### src/rtl/missed_dose_alert_if.sv
// missed_dose_alert_if: missed-dose event record stream towards the display/uplink stage.
interface missed_dose_alert_if #(parameter int CNT_W = 3);
    logic             evt_valid;
    logic             evt_ready;
    logic [CNT_W+1:0] evt_data;
    modport master (output evt_valid, evt_data, input evt_ready);
    modport slave  (input evt_valid, evt_data, output evt_ready);
endinterface

### src/rtl/missed_dose_alert.sv
// missed_dose_alert: per-compartment missed-dose counting, caregiver alerts, patterned buzzer and event FIFO.
module missed_dose_alert #(
    parameter int MISS_LIMIT = 3,
    parameter int CNT_W      = 3,
    parameter int BUZZ_ON    = 2,
    parameter int BUZZ_OFF   = 2,
    parameter int FIFO_DEPTH = 4
) (
    input  logic                       clk,
    input  logic                       rst,
    input  logic [3:0]                 should_eat,
    input  logic [3:0]                 notify,
    input  logic [3:0]                 ack,
    input  logic [3:0]                 clr_alert,
    output logic [3:0]                 caregiver_alert,
    output logic                       buzzer,
    output logic                       evt_overflow,
    missed_dose_alert_if.master        evt
);
    localparam int AW = $clog2(FIFO_DEPTH);
    localparam int PMAX = BUZZ_ON > BUZZ_OFF ? BUZZ_ON : BUZZ_OFF;
    localparam int BW = $clog2(PMAX + 1);
    localparam logic [AW:0] FULL = (AW+1)'(FIFO_DEPTH);
    localparam logic [CNT_W-1:0] LIM = CNT_W'(MISS_LIMIT);
    typedef enum logic [1:0] {IDLE, ON, OFF, SOLID} state_t;
    logic [3:0]       prev_notify, ev, pend, pend_nxt, alert_nxt;
    logic [CNT_W-1:0] miss_cnt [4];
    logic [CNT_W-1:0] cnt_nxt [4];
    logic [CNT_W+1:0] mem [FIFO_DEPTH];
    logic [AW-1:0]    wr_ptr, rd_ptr;
    logic [AW:0]      count;
    logic [1:0]       sel;
    logic             push, pop, merge;
    state_t           state, state_nxt;
    logic [BW-1:0]    ph, ph_nxt;
    assign evt.evt_valid = count != '0;
    assign evt.evt_data  = evt.evt_valid ? mem[rd_ptr] : '0;
    always_comb begin
        ev = notify & ~prev_notify;
        sel = 2'd0;
        for (int i = 3; i >= 0; i--) if (pend[i]) sel = 2'(i);
        push = |pend && count < FULL;
        pop = evt.evt_valid && evt.evt_ready;
        for (int i = 0; i < 4; i++) begin
            // ack clears first, so a same-cycle event restarts the count at one
            cnt_nxt[i] = ack[i] ? CNT_W'(ev[i]) : (ev[i] && miss_cnt[i] != '1) ? miss_cnt[i] + 1'b1 : miss_cnt[i];
            alert_nxt[i] = cnt_nxt[i] >= LIM || (caregiver_alert[i] && !clr_alert[i]);
            pend_nxt[i] = ev[i] || (pend[i] && !(push && sel == 2'(i)));
        end
        merge = |(ev & pend & ~(4'(push) << sel));
    end
    always_comb begin
        state_nxt = state;
        ph_nxt = ph;
        if (|caregiver_alert) state_nxt = SOLID;
        else if (state == IDLE || state == SOLID) begin
            state_nxt = |should_eat ? ON : IDLE;
            ph_nxt = '0;
        end else if (should_eat == '0) state_nxt = IDLE;
        else if (state == ON && ph == BW'(BUZZ_ON - 1)) begin
            state_nxt = OFF;
            ph_nxt = '0;
        end else if (state == OFF && ph == BW'(BUZZ_OFF - 1)) begin
            state_nxt = ON;
            ph_nxt = '0;
        end else ph_nxt = ph + 1'b1;
    end
    always_ff @(posedge clk or negedge rst)
        if (!rst) begin
            prev_notify <= '0;
            pend <= '0;
            caregiver_alert <= '0;
            evt_overflow <= 1'b0;
            wr_ptr <= '0;
            rd_ptr <= '0;
            count <= '0;
            state <= IDLE;
            ph <= '0;
            buzzer <= 1'b0;
            for (int i = 0; i < 4; i++) miss_cnt[i] <= '0;
        end else begin
            prev_notify <= notify;
            pend <= pend_nxt;
            caregiver_alert <= alert_nxt;
            evt_overflow <= evt_overflow | merge;
            for (int i = 0; i < 4; i++) miss_cnt[i] <= cnt_nxt[i];
            if (push) wr_ptr <= wr_ptr + 1'b1;
            if (pop) rd_ptr <= rd_ptr + 1'b1;
            count <= count + {{AW{1'b0}}, push} - {{AW{1'b0}}, pop};
            state <= state_nxt;
            ph <= ph_nxt;
            buzzer <= state_nxt == ON || state_nxt == SOLID;
        end
    // pushed record carries the registered count, i.e. the value after the event's update
    always_ff @(posedge clk)
        if (push) mem[wr_ptr] <= {sel, miss_cnt[sel]};
endmodule
### src/flat_wrapper.sv
// flat-port wrapper written by rule: the top's interface ports become plain ports
module missed_dose_alert_flat 
#(
    parameter int MISS_LIMIT = 3,
    parameter int CNT_W      = 3,
    parameter int BUZZ_ON    = 2,
    parameter int BUZZ_OFF   = 2,
    parameter int FIFO_DEPTH = 4
)
  (clk, rst, should_eat, notify, ack, clr_alert, caregiver_alert, buzzer, evt_overflow, evt_evt_valid, evt_evt_data, evt_evt_ready);
  missed_dose_alert_if #(.CNT_W(CNT_W)) evt_i ();
  input  logic clk;
  input  logic rst;
  input  logic [3:0] should_eat;
  input  logic [3:0] notify;
  input  logic [3:0] ack;
  input  logic [3:0] clr_alert;
  output logic [3:0] caregiver_alert;
  output logic buzzer;
  output logic evt_overflow;
  output wire logic [$bits(evt_i.evt_valid)-1:0] evt_evt_valid;
  output wire logic [$bits(evt_i.evt_data)-1:0] evt_evt_data;
  input wire logic [$bits(evt_i.evt_ready)-1:0] evt_evt_ready;
  assign evt_evt_valid = evt_i.evt_valid;
  assign evt_evt_data = evt_i.evt_data;
  assign evt_i.evt_ready = evt_evt_ready;
  missed_dose_alert #(.MISS_LIMIT(MISS_LIMIT), .CNT_W(CNT_W), .BUZZ_ON(BUZZ_ON), .BUZZ_OFF(BUZZ_OFF), .FIFO_DEPTH(FIFO_DEPTH)) u_core (.clk(clk), .rst(rst), .should_eat(should_eat), .notify(notify), .ack(ack), .clr_alert(clr_alert), .caregiver_alert(caregiver_alert), .buzzer(buzzer), .evt_overflow(evt_overflow), .evt(evt_i));
endmodule
### config.mk
export PLATFORM = sky130hd
export DESIGN_NAME = missed_dose_alert_flat
export DESIGN_NICKNAME = d
export VERILOG_FILES = /design/src/rtl/missed_dose_alert_if.sv /design/src/rtl/missed_dose_alert.sv /design/src/flat_wrapper.sv
export SDC_FILE = /design/constraint.sdc
export NUM_CORES = 1
export LEC_CHECK = 0
export CORE_MARGIN = 4
export CORE_UTILIZATION = 50
export DETAILED_ROUTE_END_ITERATION = 12
export GPL_ROUTABILITY_DRIVEN = 0
export PLACE_DENSITY = 0.72
export SETUP_SLACK_MARGIN = 0.02
export SYNTH_ARGS = -nofsm -noshare
export SYNTH_HDL_FRONTEND = slang
export SYNTH_SLANG_ARGS = --single-unit
export TNS_END_PERCENT = 10
### constraint.sdc
create_clock -name clk -period 3 [get_ports clk]
set_input_delay 0.3 -clock clk [delete_from_list [all_inputs] [get_ports clk]]
set_output_delay 0.3 -clock clk [all_outputs]
set_load 0.02 [all_outputs]
# Yosys cells after proc, flatten, opt, wreduce, memory -nomap -nowiden
# Memory sizes are Yosys's and may differ from the RTL's.
# Index checks and enable logic that the tools add are counted.
classes:
  add_sub_neg: 9
  n_lt_le_gt_ge: 6
  n_eq_ne: 14
  n_shift: 1
  n_reduce_logical: 47
  muxes: 28
  bitwise_logic: 8
ops:
  columns: ["cell", "count"]
  rows:
  - ["two-way mux 3 bit", 10]
  - ["two-way mux 2 bit", 13]
  - ["logical AND 1 bit", 20]
  - ["OR reduction 4 bit", 4]
  - ["adder 3 x 1 -> 3 bit (second input constant)", 4]
  - ["bitwise AND 4 bit", 3]
  - [">= comparator 3 x 2 -> 1 bit (second input constant)", 4]
  - ["inequality test 3 bit (second input constant)", 4]
  - ["equality test 2 bit (second input constant)", 5]
  - ["logical OR 1 bit", 10]
  - ["equality test 2 x 1 -> 1 bit (second input constant)", 4]
  - ["logical NOT 1 bit", 8]
  - ["NOT 4 bit", 2]
  - ["adder 2 x 1 -> 2 bit (second input constant)", 3]
  - ["binary-select mux 3 bit (select 2 bit)", 1]
  - ["two-way mux 5 bit", 1]
  - ["logical NOT 2 bit", 2]
  - ["logical NOT 4 bit", 1]
  - ["<< shifter 1 x 2 -> 4 bit", 1]
  - ["adder 3 x 1 -> 3 bit", 1]
  - [">= comparator 3 bit (second input constant)", 1]
  - ["less-than comparator 3 bit (second input constant)", 1]
  - ["two-way mux 1 bit", 3]
  - ["NOT 2 -> 3 bit", 1]
  - ["6 further kinds", 6]
word_totals:
  ramBits: 20
  output_inout_bits: 12
  inputBits: 19
  regBits: 37
  memories: 1
memory_table:
  columns: ["name", "depth", "width", "read_ports", "rd_ports_with_merged_regs", "wr", "line", "rtl"]
  rows:
  - ["u_core.mem", 4, 5, 1, 0, 1, "missed_dose_alert.sv:29", "logic [CNT_W+1:0] mem [FIFO_DEPTH];"]

# Longest topological paths before layout
depth:
  word_depth: 9
  mapped_depth: 9
  ltp_nobuf: 8

# Worst setup path before layout
# Ideal clock, no wire load.
synth_timing:
  path_type: "flip-flop to flip-flop"
  startpoint: "reg u_core.count[2]"
  endpoint: "reg u_core.count[2]"
  stages_incl_launch_ff: 10
  synth_period_minus_slack_ns: 2.362
  slack_ns: 0.638
  arrival_time_ns: 2.236
  setup_time_ns: 0.126
  n_path_buf: 1
  path_cell_list: "dfrtp_1 or3_1 buf_2 and2_4 ha_1 inv_1 ha_1 fa_1 xor2_1 xnor2_1"
synth_between:
  elab_cells_between_ends: 6
  cone_classes: "2 x add/sub; 1 x order compare; 3 x reduce/logical"
synth_lines:
  columns: ["element", "line", "rtl"]
  rows:
  - ["start: declaration", "missed_dose_alert.sv:31", "logic [AW:0] count;"]
  - ["start signal: assignment", "missed_dose_alert.sv:89", "count <= count + {{AW{1'b0}}, push} - {{AW{1'b0}}, pop};"]
  - ["nonzero test 3 bit", "missed_dose_alert.sv:36", "assign evt.evt_valid = count != '0;"]
  - ["via evt_evt_valid", "flat_wrapper.sv:21", "output wire logic [$bits(evt_i.evt_valid)-1:0] evt_evt_valid;"]
  - ["logical AND 1 bit", "missed_dose_alert.sv:43", "pop = evt.evt_valid && evt.evt_ready;"]
  - ["via u_core.pop", "missed_dose_alert.sv:33", "logic push, pop, merge;"]
  - ["subtractor 3 x 1 -> 3 bit", "missed_dose_alert.sv:89", null]
# The timed path passes the listed nets, and every way through them passes these cells.
# A chain may end at the register's enable or synchronous reset.

# Final worst setup path
layout_timing:
  startpoint: "reg u_core.count[2]"
  endpoint: "reg u_core.count[2]"
layout_between:
  elab_cells_between_ends: 6
  cone_classes: "2 x add/sub; 1 x order compare; 3 x reduce/logical"
layout_lines:
  columns: ["element", "line"]
  rows:
  - ["nonzero test 3 bit", "missed_dose_alert.sv:36"]
  - ["logical AND 1 bit", "missed_dose_alert.sv:43"]
  - ["via u_core.pop", "missed_dose_alert.sv:33"]
  - ["subtractor 3 x 1 -> 3 bit", "missed_dose_alert.sv:89"]
# The timed path passes the listed nets, and every way through them passes these cells.

==> out/metrics.json <==
{
  "floorplanning": {
    "initial_utilization_pct": 53.0,
    "floorplan.die_area_mm2": 0.00685,
    "rows": 26,
    "fp.dieH_um": 82.8,
    "core_footprint_mm2": 0.00527,
    "io_pins": 31,
    "floorplan.die.width_um": 82.8
  },
  "synthesis": {
    "yosysSeqAreaShare_pct": 54.6,
    "synth_area_leader_cell": "dfrtp_1",
    "synth_area_leaders": "dfrtp_1, edfxtp_1, ha_1, mux4_2, mux2i_1",
    "synth_area_mm2": 0.00280,
    "dominantRegCellSynth": "dfrtp_1",
    "synth.cells.most_frequent": "dfrtp_1, edfxtp_1, ha_1, inv_1, nor2b_1",
    "synth_edf_count": 20,
    "synth_largest_type_area_fraction_pct": 33.1,
    "synth.ff_latch_count": 57,
    "synthesis.nets": 255,
    "synth_cell_types": 41,
    "synth_async_sr_flop_share_pct": 64.9,
    "mean_cell_area_of_the_mapped_netlist_um2": 12.8,
    "postSynthCellCount": 218,
    "leading_cell_type_by_number_of_instances_after_synthesis": "dfrtp_1",
    "yosysWarnings": 0
  },
  "timing": {
    "max_slew.worst_pin.slew_ns": 0.810,
    "final.setup.tns_ns": 0,
    "grt_setup_unrepaired": "no",
    "final_period_minus_worst_setup_slack_ns": 2.47,
    "timing.fmax_ghz": 0.404,
    "slew_headroom_pct": 46.0,
    "clock-skew-final_ns": 0.00927,
    "share_of_the_clock_period_used_by_the_worst_path_pct": 82.5,
    "hold_violations": 0,
    "finalSetupViolCount": 0,
    "final-max-slew-violation-count": 0
  },
  "cts": {
    "cts-resized-gates": 0,
    "clock_insertion_delay_worst_skew_ns": 0.33,
    "numCtsBuffers": 9,
    "cts.clk_slew.worst_paths_ns": 0.06,
    "cts_tree": "done",
    "cts_max_path_buffers": 2,
    "numClockSinks": 57,
    "cts_setup_buffers": 0,
    "ctsRootBufferMaster": "clkbuf_8",
    "ctsHoldBuffers": 0,
    "htree_levels": 3
  },
  "worst_setup_path": {
    "startpoint_type": "flip-flop",
    "reg2regPathDepth": 8,
    "timing.rr.end": "u_core.count[2]",
    "crit_path_frequent_cell": "ha_1",
    "worstSetupEndpointType": "flip-flop",
    "crit_path_class": "reg -> reg",
    "crit_required_ns": 3.21,
    "worst-endpoint-arrival_ns": 2.68,
    "timing.critical_path.slowest_cell_delay_ns": 0.51,
    "end_of_the_critical_path": "u_core.count[2]",
    "reg2reg_from": "u_core.count[2]",
    "critical_path_peak_fanout": 8,
    "critical-path-slowest-cell": "or3_1",
    "cp-startpoint": "u_core.count[2]",
    "crit_chain": "or3_1, and2_4, ha_1, inv_1, ha_1, fa_1, xor2_1, xnor2_1",
    "r2r_slack_ns": 0.53
  },
  "pwr": {
    "p_leak_nw": 1.43,
    "power_per_cell_area_mw_per_mm2": 903,
    "peakVddDrop_uv": 394,
    "total_power_mw": 3.05
  },
  "min_path": {
    "hold_class": "in -> async"
  },
  "global_route": {
    "grtUsageTotal_pct": 17.4,
    "grt_antenna_before_repair": 0,
    "grt-ovfl-total": 0,
    "wire_length_of_the_first_global_routing_pass_um": 8380,
    "number_of_global_route_vias_before_repair": 1712,
    "largest_net_degree_at_the_start_of_global_routing": 38
  },
  "route": {
    "drt_first_iter_violations": 68,
    "route.detailed.drc": 0,
    "wl_um": 4870,
    "avgRoutedWirePerCell_um": 14.8,
    "postRouteAntennaNets": 0,
    "routed_via_density": 5.29,
    "drt-pass1-iter-count": 4,
    "route.vias.total": 1742
  },
  "run_status": {
    "outcome": "finished, final reports clean"
  },
  "layout": {
    "area_of_combinational_cells_with_multiple_inputs_mm2": 0.00118,
    "post_layout_cell_count": 329,
    "layout.nets": 291,
    "filler_cell_count": 431,
    "ff_latch_area_mm2": 0.00153,
    "num_antenna_cells": 0,
    "area_added_between_synthesis_and_finish_pct": 20.9,
    "drive_gt1_share_pct": 13.1
  },
  "place": {
    "number_of_placed_instances_with_taps_included": 313,
    "dp_hpwl_um": 3620,
    "placement.io_buffers": 30
  },
  "job": {
    "drv_cap": 0
  }
}
==> metrics by stage <==
| stage | utilization, % | hold WS, ns | cell area, um2 | setup WS (ns) |
|---|---|---|---|---|
| floorplan | - | 0.00441 | 2800 | 0.638 |
| global placement | 59.9 | 0.450 | 3160 | 0.599 |
| detailed placement | 59.9 | 0.442 | 3160 | 0.538 |
| CTS | 64.1 | 0.0805 | 3380 | 0.471 |
| global route | 64.1 | 0.117 | 3380 | 0.363 |
| finish | 64.1 | 0.0643 | 3380 | 0.525 |
==> power breakdown <==
part	switching (mW)	internal (mW)	leakage (nW)
combinational	0.492	0.524	0.678
clock	0.276	0.512	0.114
sequential	0.185	1.06	0.641
total	0.952	2.10	1.43
==> placed cells by master (no fill, tap or decap), types with 4 or more instances in the layout <==
cell type,instances
dfrtp_1,37
clkdlybuf4s50_1,29
edfxtp_1,20
inv_1,17
ha_1,17
nor2b_1,12
clkbuf_8,11
nor2_1,10
mux2i_1,10
nand2b_1,10
and2_1,10
o21ai_0,9
xnor2_1,6
mux4_2,5
nor3_1,4
nor3b_2,4
a221o_1,4
==> per-layer routing <==
metal / global-route usage, % / wire (um) / share of wire, % / vias up
li1: - / - / - / 861
met1: 23.9 / 2370 / 49 / 849
met2: 24.8 / 2280 / 47 / 28
met3: 5.83 / 160 / 3.3 / 4
met4: 7.84 / 58 / 1.2 / 0
met5: 0 / 0 / 0 / -
==> cell type report <==
class	count	area share, %
repair buffers	30	8.74
flip-flops and latches	57	45.2
multi-input cells	139	35.0
clock inverters	3	1.93
well taps	70	2.59
clock buffers	13	4.70
inverters	17	1.89
==> registers in the layout, summed over array words and instances, names as in the netlist, 3 cells and up <==
register and cells:
u_core.miss_cnt 12, u_core.mem 20, u_core.pend 4, u_core.caregiver_alert 4, u_core.prev_notify 4, u_core.count 3
==> worst max-delay path, delay by kind of cell (launching register included) <==
kind | cells | cell delay [ns]
adder cells (fa/ha/maj) | 3 | 0.84
AND/OR/NAND/NOR | 2 | 0.73
flip-flops | 1 | 0.46
XOR/XNOR | 2 | 0.29
buffers and inverters | 1 | 0.04
==> cell families after synthesis <==
logic type | synth area share [%]
fa+ha+maj | 8.33
mux | 8.82
flops | 54.6
buf+inv | 3.09
xor+xnor | 2.51
simple gates | 14.1
compound gates | 8.59
==> how the worst min path moves through the flow <==
stage / startpoint / end / slack, ns / cells after the start
after detailed placement: rst / u_core.state[0] / 0.44 / 1
after global routing: rst / u_core.pend[0] / 0.12 / 1
final: rst / u_core.prev_notify[0] / 0.06 / 1
after global placement: rst / u_core.state[1] / 0.45 / 1
after CTS: rst / u_core.pend[0] / 0.08 / 1
after floorplan: rst / u_core.buzzer / 0.004 / 0
Note: power is estimated with default switching activity, not from simulation.
